<file path="src/rtl/tri_raster_scan_if.sv">
`default_nettype none
// ============================================================================
// Module      : tri_raster_scan_if
// Description : Vertex-in / point-out bundle between the triangle source and
//               the raster scanner. The source is the master and the
//               scanner is the slave.
// Revision    : 1.0 - initial release
// ============================================================================
interface tri_raster_scan_if #(
   parameter int CW = 3
);
   logic          nt;
   logic [CW-1:0] xi;
   logic [CW-1:0] yi;
   logic          busy;
   logic          po;
   logic [CW-1:0] xo;
   logic [CW-1:0] yo;

   modport master (output nt, xi, yi, input  busy, po, xo, yo);
   modport slave  (input  nt, xi, yi, output busy, po, xo, yo);
endinterface
`default_nettype wire

</file>
<file path="src/rtl/tri_raster_scan.sv">
`default_nettype none
// ============================================================================
// Module      : tri_raster_scan
// Description : Loads three vertices on consecutive cycles. It scans their
//               bounding box in raster order, one lattice point per cycle,
//               and flags each point that lies inside or on the triangle.
// Revision    : 1.0 - initial release
// ============================================================================
module tri_raster_scan #(
   parameter int CW = 3
) (
   input  logic             clk,
   input  logic             reset,
   tri_raster_scan_if.slave bus
);
   localparam int            PW    = 2*CW + 3;
   localparam logic [CW-1:0] c_ONE = CW'(1);

   localparam logic [2:0] c_IDLE   = 3'd0;
   localparam logic [2:0] c_LOAD_B = 3'd1;
   localparam logic [2:0] c_LOAD_C = 3'd2;
   localparam logic [2:0] c_SETUP  = 3'd3;
   localparam logic [2:0] c_SCAN   = 3'd4;
   localparam logic [2:0] c_DRAIN  = 3'd5;

   // Compute (b-a) x (p-a). The sign tells which side of edge a->b the point p lies on.
   function automatic logic signed [PW-1:0] f_edge(
      input logic [CW-1:0] ax, input logic [CW-1:0] ay,
      input logic [CW-1:0] bx, input logic [CW-1:0] by,
      input logic [CW-1:0] px, input logic [CW-1:0] py);
      logic signed [CW:0]   dxe, dye, dxp, dyp;
      logic signed [PW-1:0] m0, m1;
      dxe = $signed({1'b0, bx}) - $signed({1'b0, ax});
      dye = $signed({1'b0, by}) - $signed({1'b0, ay});
      dxp = $signed({1'b0, px}) - $signed({1'b0, ax});
      dyp = $signed({1'b0, py}) - $signed({1'b0, ay});
      m0  = PW'(dxe) * PW'(dyp);
      m1  = PW'(dye) * PW'(dxp);
      return m0 - m1;
   endfunction

   function automatic logic [CW-1:0] f_min3(input logic [CW-1:0] a,
                                            input logic [CW-1:0] b,
                                            input logic [CW-1:0] c);
      logic [CW-1:0] m;
      m = (a < b) ? a : b;
      return (c < m) ? c : m;
   endfunction

   function automatic logic [CW-1:0] f_max3(input logic [CW-1:0] a,
                                            input logic [CW-1:0] b,
                                            input logic [CW-1:0] c);
      logic [CW-1:0] m;
      m = (a > b) ? a : b;
      return (c > m) ? c : m;
   endfunction

   logic [2:0]           r_state;
   logic [2:0]           w_next;
   logic [CW-1:0]        r_ax, r_ay, r_bx, r_by, r_cx, r_cy;
   logic [CW-1:0]        r_xmin, r_xmax, r_ymin, r_ymax;
   logic [CW-1:0]        r_sx, r_sy;
   logic signed [PW-1:0] r_d;
   logic                 r_busy, r_po;
   logic [CW-1:0]        r_xo, r_yo;

   logic                 w_ld_a, w_ld_b, w_ld_c, w_setup, w_scan, w_drain;
   logic signed [PW-1:0] w_d, w_e0, w_e1, w_e2;
   logic [CW-1:0]        w_xmin, w_xmax, w_ymin, w_ymax;
   logic                 w_degen, w_last, w_ge0, w_le0, w_inside;

   assign w_d     = f_edge(r_ax, r_ay, r_bx, r_by, r_cx, r_cy);
   assign w_degen = (w_d == '0);
   assign w_xmin  = f_min3(r_ax, r_bx, r_cx);
   assign w_xmax  = f_max3(r_ax, r_bx, r_cx);
   assign w_ymin  = f_min3(r_ay, r_by, r_cy);
   assign w_ymax  = f_max3(r_ay, r_by, r_cy);

   assign w_e0    = f_edge(r_ax, r_ay, r_bx, r_by, r_sx, r_sy);
   assign w_e1    = f_edge(r_bx, r_by, r_cx, r_cy, r_sx, r_sy);
   assign w_e2    = f_edge(r_cx, r_cy, r_ax, r_ay, r_sx, r_sy);
   assign w_ge0   = !w_e0[PW-1] && !w_e1[PW-1] && !w_e2[PW-1];
   assign w_le0   = (w_e0[PW-1] || (w_e0 == '0)) &&
                    (w_e1[PW-1] || (w_e1 == '0)) &&
                    (w_e2[PW-1] || (w_e2 == '0));
   // The sign of D gives the winding. Points on an edge count as inside for either winding.
   assign w_inside = (r_d != '0) && (r_d[PW-1] ? w_le0 : w_ge0);
   assign w_last   = (r_sx == r_xmax) && (r_sy == r_ymax);

   // State register
   always_ff @(posedge clk or negedge reset) begin
      if (!reset) r_state <= c_IDLE;
      else        r_state <= w_next;
   end

   // Next-state logic. nt is only looked at while idle.
   always_comb begin
      w_next = r_state;
      case (r_state)
         c_IDLE:   if (bus.nt) w_next = c_LOAD_B;
         c_LOAD_B: w_next = c_LOAD_C;
         c_LOAD_C: w_next = c_SETUP;
         c_SETUP:  w_next = w_degen ? c_IDLE : c_SCAN;
         c_SCAN:   if (w_last) w_next = c_DRAIN;
         c_DRAIN:  w_next = c_IDLE;
         default:  w_next = c_IDLE;
      endcase
   end

   // Decode the state into datapath strobes
   always_comb begin
      w_ld_a  = 1'b0;
      w_ld_b  = 1'b0;
      w_ld_c  = 1'b0;
      w_setup = 1'b0;
      w_scan  = 1'b0;
      w_drain = 1'b0;
      case (r_state)
         c_IDLE:   w_ld_a  = bus.nt;
         c_LOAD_B: w_ld_b  = 1'b1;
         c_LOAD_C: w_ld_c  = 1'b1;
         c_SETUP:  w_setup = 1'b1;
         c_SCAN:   w_scan  = 1'b1;
         c_DRAIN:  w_drain = 1'b1;
         default:  ;
      endcase
   end

   // Capture the three vertices on consecutive cycles
   always_ff @(posedge clk or negedge reset) begin
      if (!reset) begin
         r_ax <= '0; r_ay <= '0;
         r_bx <= '0; r_by <= '0;
         r_cx <= '0; r_cy <= '0;
      end else begin
         if (w_ld_a) begin r_ax <= bus.xi; r_ay <= bus.yi; end
         if (w_ld_b) begin r_bx <= bus.xi; r_by <= bus.yi; end
         if (w_ld_c) begin r_cx <= bus.xi; r_cy <= bus.yi; end
      end
   end

   // Latch the bounding box and the doubled signed area once per triangle
   always_ff @(posedge clk or negedge reset) begin
      if (!reset) begin
         r_xmin <= '0; r_xmax <= '0;
         r_ymin <= '0; r_ymax <= '0;
         r_d    <= '0;
      end else if (w_setup) begin
         r_xmin <= w_xmin; r_xmax <= w_xmax;
         r_ymin <= w_ymin; r_ymax <= w_ymax;
         r_d    <= w_d;
      end
   end

   // Raster counters. Each compare happens before the increment, so the counters never wrap.
   always_ff @(posedge clk or negedge reset) begin
      if (!reset) begin
         r_sx <= '0;
         r_sy <= '0;
      end else if (w_setup && !w_degen) begin
         r_sx <= w_xmin;
         r_sy <= w_ymin;
      end else if (w_scan) begin
         if (r_sx == r_xmax) begin
            r_sx <= r_xmin;
            if (r_sy != r_ymax) r_sy <= r_sy + c_ONE;
         end else begin
            r_sx <= r_sx + c_ONE;
         end
      end
   end

   // Registered outputs. Each point appears one cycle after it is evaluated.
   always_ff @(posedge clk or negedge reset) begin
      if (!reset) begin
         r_busy <= 1'b0;
         r_po   <= 1'b0;
         r_xo   <= '0;
         r_yo   <= '0;
      end else begin
         if (w_ld_c)                          r_busy <= 1'b1;
         else if ((w_setup && w_degen) || w_drain) r_busy <= 1'b0;
         r_po <= w_scan && w_inside;
         if (w_scan) begin
            r_xo <= r_sx;
            r_yo <= r_sy;
         end
      end
   end

   assign bus.busy = r_busy;
   assign bus.po   = r_po;
   assign bus.xo   = r_xo;
   assign bus.yo   = r_yo;
endmodule
`default_nettype wire

</file>
<file path="src/flat_wrapper.sv">
// flat-port wrapper written by rule: the top's interface ports become plain ports
module tri_raster_scan_flat 
#(
   parameter int CW = 3
)
  (clk, reset, bus_nt, bus_xi, bus_yi, bus_busy, bus_po, bus_xo, bus_yo);
  tri_raster_scan_if #(.CW(CW)) bus_i ();
  input  logic clk;
  input  logic reset;
  input wire logic [$bits(bus_i.nt)-1:0] bus_nt;
  input wire logic [$bits(bus_i.xi)-1:0] bus_xi;
  input wire logic [$bits(bus_i.yi)-1:0] bus_yi;
  output wire logic [$bits(bus_i.busy)-1:0] bus_busy;
  output wire logic [$bits(bus_i.po)-1:0] bus_po;
  output wire logic [$bits(bus_i.xo)-1:0] bus_xo;
  output wire logic [$bits(bus_i.yo)-1:0] bus_yo;
  assign bus_i.nt = bus_nt;
  assign bus_i.xi = bus_xi;
  assign bus_i.yi = bus_yi;
  assign bus_busy = bus_i.busy;
  assign bus_po = bus_i.po;
  assign bus_xo = bus_i.xo;
  assign bus_yo = bus_i.yo;
  tri_raster_scan #(.CW(CW)) u_core (.clk(clk), .reset(reset), .bus(bus_i));
endmodule
</file>
<file path="config.mk">
export PLATFORM = sky130hd
export DESIGN_NAME = tri_raster_scan_flat
export DESIGN_NICKNAME = d
export VERILOG_FILES = /design/src/rtl/tri_raster_scan_if.sv /design/src/rtl/tri_raster_scan.sv /design/src/flat_wrapper.sv
export SDC_FILE = /design/constraint.sdc
export NUM_CORES = 1
export LEC_CHECK = 0
export BUFFER_PORTS_ARGS = -buffer_cell sky130_fd_sc_hd__buf_2
export CAP_MARGIN = 10
export CORE_MARGIN = 4
export CORE_UTILIZATION = 50
export CTS_CLUSTER_DIAMETER = 50
export DETAILED_ROUTE_END_ITERATION = 8
export HOLD_SLACK_MARGIN = 0.06
export PLACE_DENSITY_LB_ADDON = 0.2
export SETUP_SLACK_MARGIN = 0.05
export SLEW_MARGIN = 0
export SYNTH_ARGS = -nofsm -noshare
export SYNTH_HDL_FRONTEND = slang
export SYNTH_SLANG_ARGS = --single-unit
</file>
<file path="constraint.sdc">
create_clock -name clk -period 7.9 [get_ports clk]
set_input_delay 1.185 -clock clk [delete_from_list [all_inputs] [get_ports clk]]
set_output_delay 1.185 -clock clk [all_outputs]
set_load 0.02 [all_outputs]
</file>
==> impl_metrics.ini <==
[run_status]
status = completed

[placement]
dp_hpwl_mm = 18.7
place_area_sq_um = 10400
place.gp.congestion = 0.873
portBuffers = 16

[min_path]
hold_class = flop to flop
hold_start = u_core.bus.xo[1]
min_to = u_core.bus.xo[1]
hold_depth = 2

[route]
first_pass_iters = 4
detail_route.iter0.violations = 351
via_count = 7458
wire_per_inst_um = 15.4
wl_mm = 21.6
viasPerCell = 5.30
postRouteAntennaNets = 0
drc = 0

[layout]
drive_gt1_share_pct = 5.08
stdcell_area_sq_um = 10600
diodes = 0
syn_to_final_growth_pct = 5.53
final_nets = 1428

[grt]
grt_pass1_wl_mm = 37.7
grt_max_degree = 54
grt.total_usage_pct = 20.7
grt_pass1_vias = 7675
gr-total-overflow = 0
antenna_found_initial = 0

[clock_network]
clock_sinks = 53
cts_buffer_depth = 2
root_buffer = clkbuf_16
cts_buffers = 5
cts-resized-gates = 0
cts.htree.levels = 2
cts_hold_buffers = 0
tritoncts = done
clkTransAtPathRegs_ns = 0.07
post_cts_buffers = 0
clkLatencyLatePin_ns = 0.30

[sta]
tns_ns = 0
tightestPinTransition_ns = 0.978
timing.final.crit_share_pct = 82.6
rsz0062_at_grt = no
period_minus_slack_ns = 6.52
setup_violations = 0
relSlewSlack_pct = 34.3
drv_slew = 0
finClkSkew_ns = 0.00717
hold_viol = 0
hold_ws_ns = 0.480
fmax_ghz = 0.153

[critical_path]
crit_buf_inv = 5
critical_path_depth = 25
cp_max_fo = 10
r2r_end = u_core.r_sx[2]
required_ns = 8.07
critPathMaxStageDelay_ns = 0.64
worstRegToRegCells = 25
cp-start-kind = flop
critPathKind = flop to flop
critPathCaptureType = flop
critPathTopFamily = adder cells
r2r-start = u_core.r_bx[0]
cp_common_cell = fa_1
critPathSlowestCell = fa_1
reg2reg_slack_ns = 1.38
worstPathArrival_ns = 6.69

[logic_synthesis]
synth_nets = 1415
yosys_warnings = 0
synth_area_sq_um = 10000
ys_seq_area_share_pct = 13.2
synth_cell_types = 59
avgSynthCellArea_sq_um = 8.89
synth-edff-count = 0
synth_ff_type = dfrtp_1
synth_top_area_share_pct = 22.5
ys_ff_latch = 53
synth_top_cells_by_area = ha_1 22%, fa_1 20%, dfrtp_1 13%
synth_top_area_cell = ha_1
synthCells = 1128
async_reset_ff_share_pct = 100

[floorplan]
rows = 51
die_y_um = 150
core_area_sq_um = 19600
io_pins = 17
dieArea_sq_um = 22400
start_util_pct = 51.2
dieWidth_um = 150

[job]
cap_viol_max_count = 0
worst max-delay path by stage:
stage	from	end	slack (ns)
2_1_floorplan	u_core.r_bx[0]	u_core.r_sx[0]	1.84
6_report	u_core.r_bx[0]	u_core.r_sx[2]	1.38
5_1_grt	u_core.r_cy[1]	u_core.r_sx[2]	0.88
3_3_place_gp	u_core.r_bx[0]	u_core.r_sx[0]	1.51
4_1_cts	u_core.r_bx[0]	u_core.r_sx[2]	1.37
3_5_place_dp	u_core.r_bx[0]	u_core.r_sx[2]	1.38
layout by cell type (no fill, tap or decap), drive strengths merged, types with 7 or more instances in the layout:
cell and n:
a21o 30, a31oi 7, nor2 78, nand2 97, xnor2 66, o21ai 67, ha 180, nand3 7
inv 168, mux2 9, o21a 12, a21oi 45, nor3 9, and2 14, xor2 30, mux2i 12
nand2b 15, buf 20, fa 98, or2 9, nor2b 50, dfrtp 53
stage by stage:
step	utilization [%]	instances	setup WS, ns
2_1_floorplan	-	1128	1.84
3_5_place_dp	53.2	1399	1.38
3_3_place_gp	53.2	1399	1.51
5_1_grt	54.0	1407	0.877
4_1_cts	54.0	1407	1.37
6_report	54.0	1407	1.38
logic make-up after synthesis:
kind of cell               after synthesis  share of synthesized area (%)
muxes                                   21                           2.21
xor gates and xnor gates                96                           8.38
buffers and inverters                  181                           6.80
adders and majority gates              278                           42.0
AOI/OAI and AO/OA                      199                           12.9
DFF                                     53                           13.2
and+or+nand+nor                        300                           14.5
synth_stat cells (all sizes together), types with 2 or more instances:
master	n
o41a	2
a21oi	45
a31oi	7
o311ai	2
dfrtp	53
nor4	3
nor2b	50
a211oi	3
o2111ai	2
xnor2	66
nand2	97
inv	167
xor2	30
o211ai	4
and2	14
mux2i	12
a21o	30
fa	98
a221oi	4
nor2	78
nand4	3
or4	2
or2	9
or3	2
o21a	12
nor3	9
a2111oi	2
nand2b	15
nor3b	3
o31ai	6
buf	2
a21boi	2
nand3b	2
ha	180
mux2	9
and3	2
o31a	6
clkbuf	12
o21ai	67
nand3	7
layer usage:
layer | vias up | part of all wire (%) | track usage [%]
met5 | - | 0 | 0
met4 | 0 | 0.90 | 2.97
met3 | 16 | 3.0 | 1.64
met2 | 105 | 47 | 35.0
met1 | 3573 | 49 | 29.9
li1 | 3764 | - | -
cell type report:
type,count,area (sq um)
Tap cell,265,332
Multi-Input combinational cell,894,8030
Clock buffer,6,139
Fill cell,1813,9000
Inverter,167,627
Clock inverter,2,17.5
Timing Repair Buffer,20,110
Sequential cell,53,1330
worst reg2reg max path, cell delays in order, from the launching register on:
cell and delay (ns):
dfrtp_1 0.43, inv_1 0.10, ha_1 0.14, inv_1 0.07, fa_1 0.39, fa_1 0.64, nand2_1 0.10, fa_1 0.49
inv_1 0.06, fa_1 0.53, inv_1 0.05, fa_1 0.49, inv_1 0.05, ha_1 0.21, fa_1 0.40, a21o_1 0.19
a21oi_1 0.17, xnor2_1 0.16, xnor2_1 0.11, ha_1 0.34, nand2b_1 0.14, nand4_1 0.16, a2111oi_4 0.42, a31oi_4 0.23
a221oi_1 0.28, a21oi_1 0.06
flip-flops by register name, summed over array words and instances (netlist names):
register and count:
u_core.r_ay 3, u_core.r_by 3, u_core.r_sx 3, u_core.r_ax 3
u_core.r_sy 3, u_core.r_xmin 3, u_core.bus.xo 3, u_core.r_xmax 3
u_core.r_state 3, u_core.bus.busy 1, u_core.bus.yo 3, u_core.r_d 9
u_core.r_cx 3, u_core.bus.po 1, u_core.r_bx 3, u_core.r_ymax 3
u_core.r_cy 3
Power is left out: the tool's default activity adds up to more than one toggle a clock period on the data nets, which glitch-free logic cannot reach.
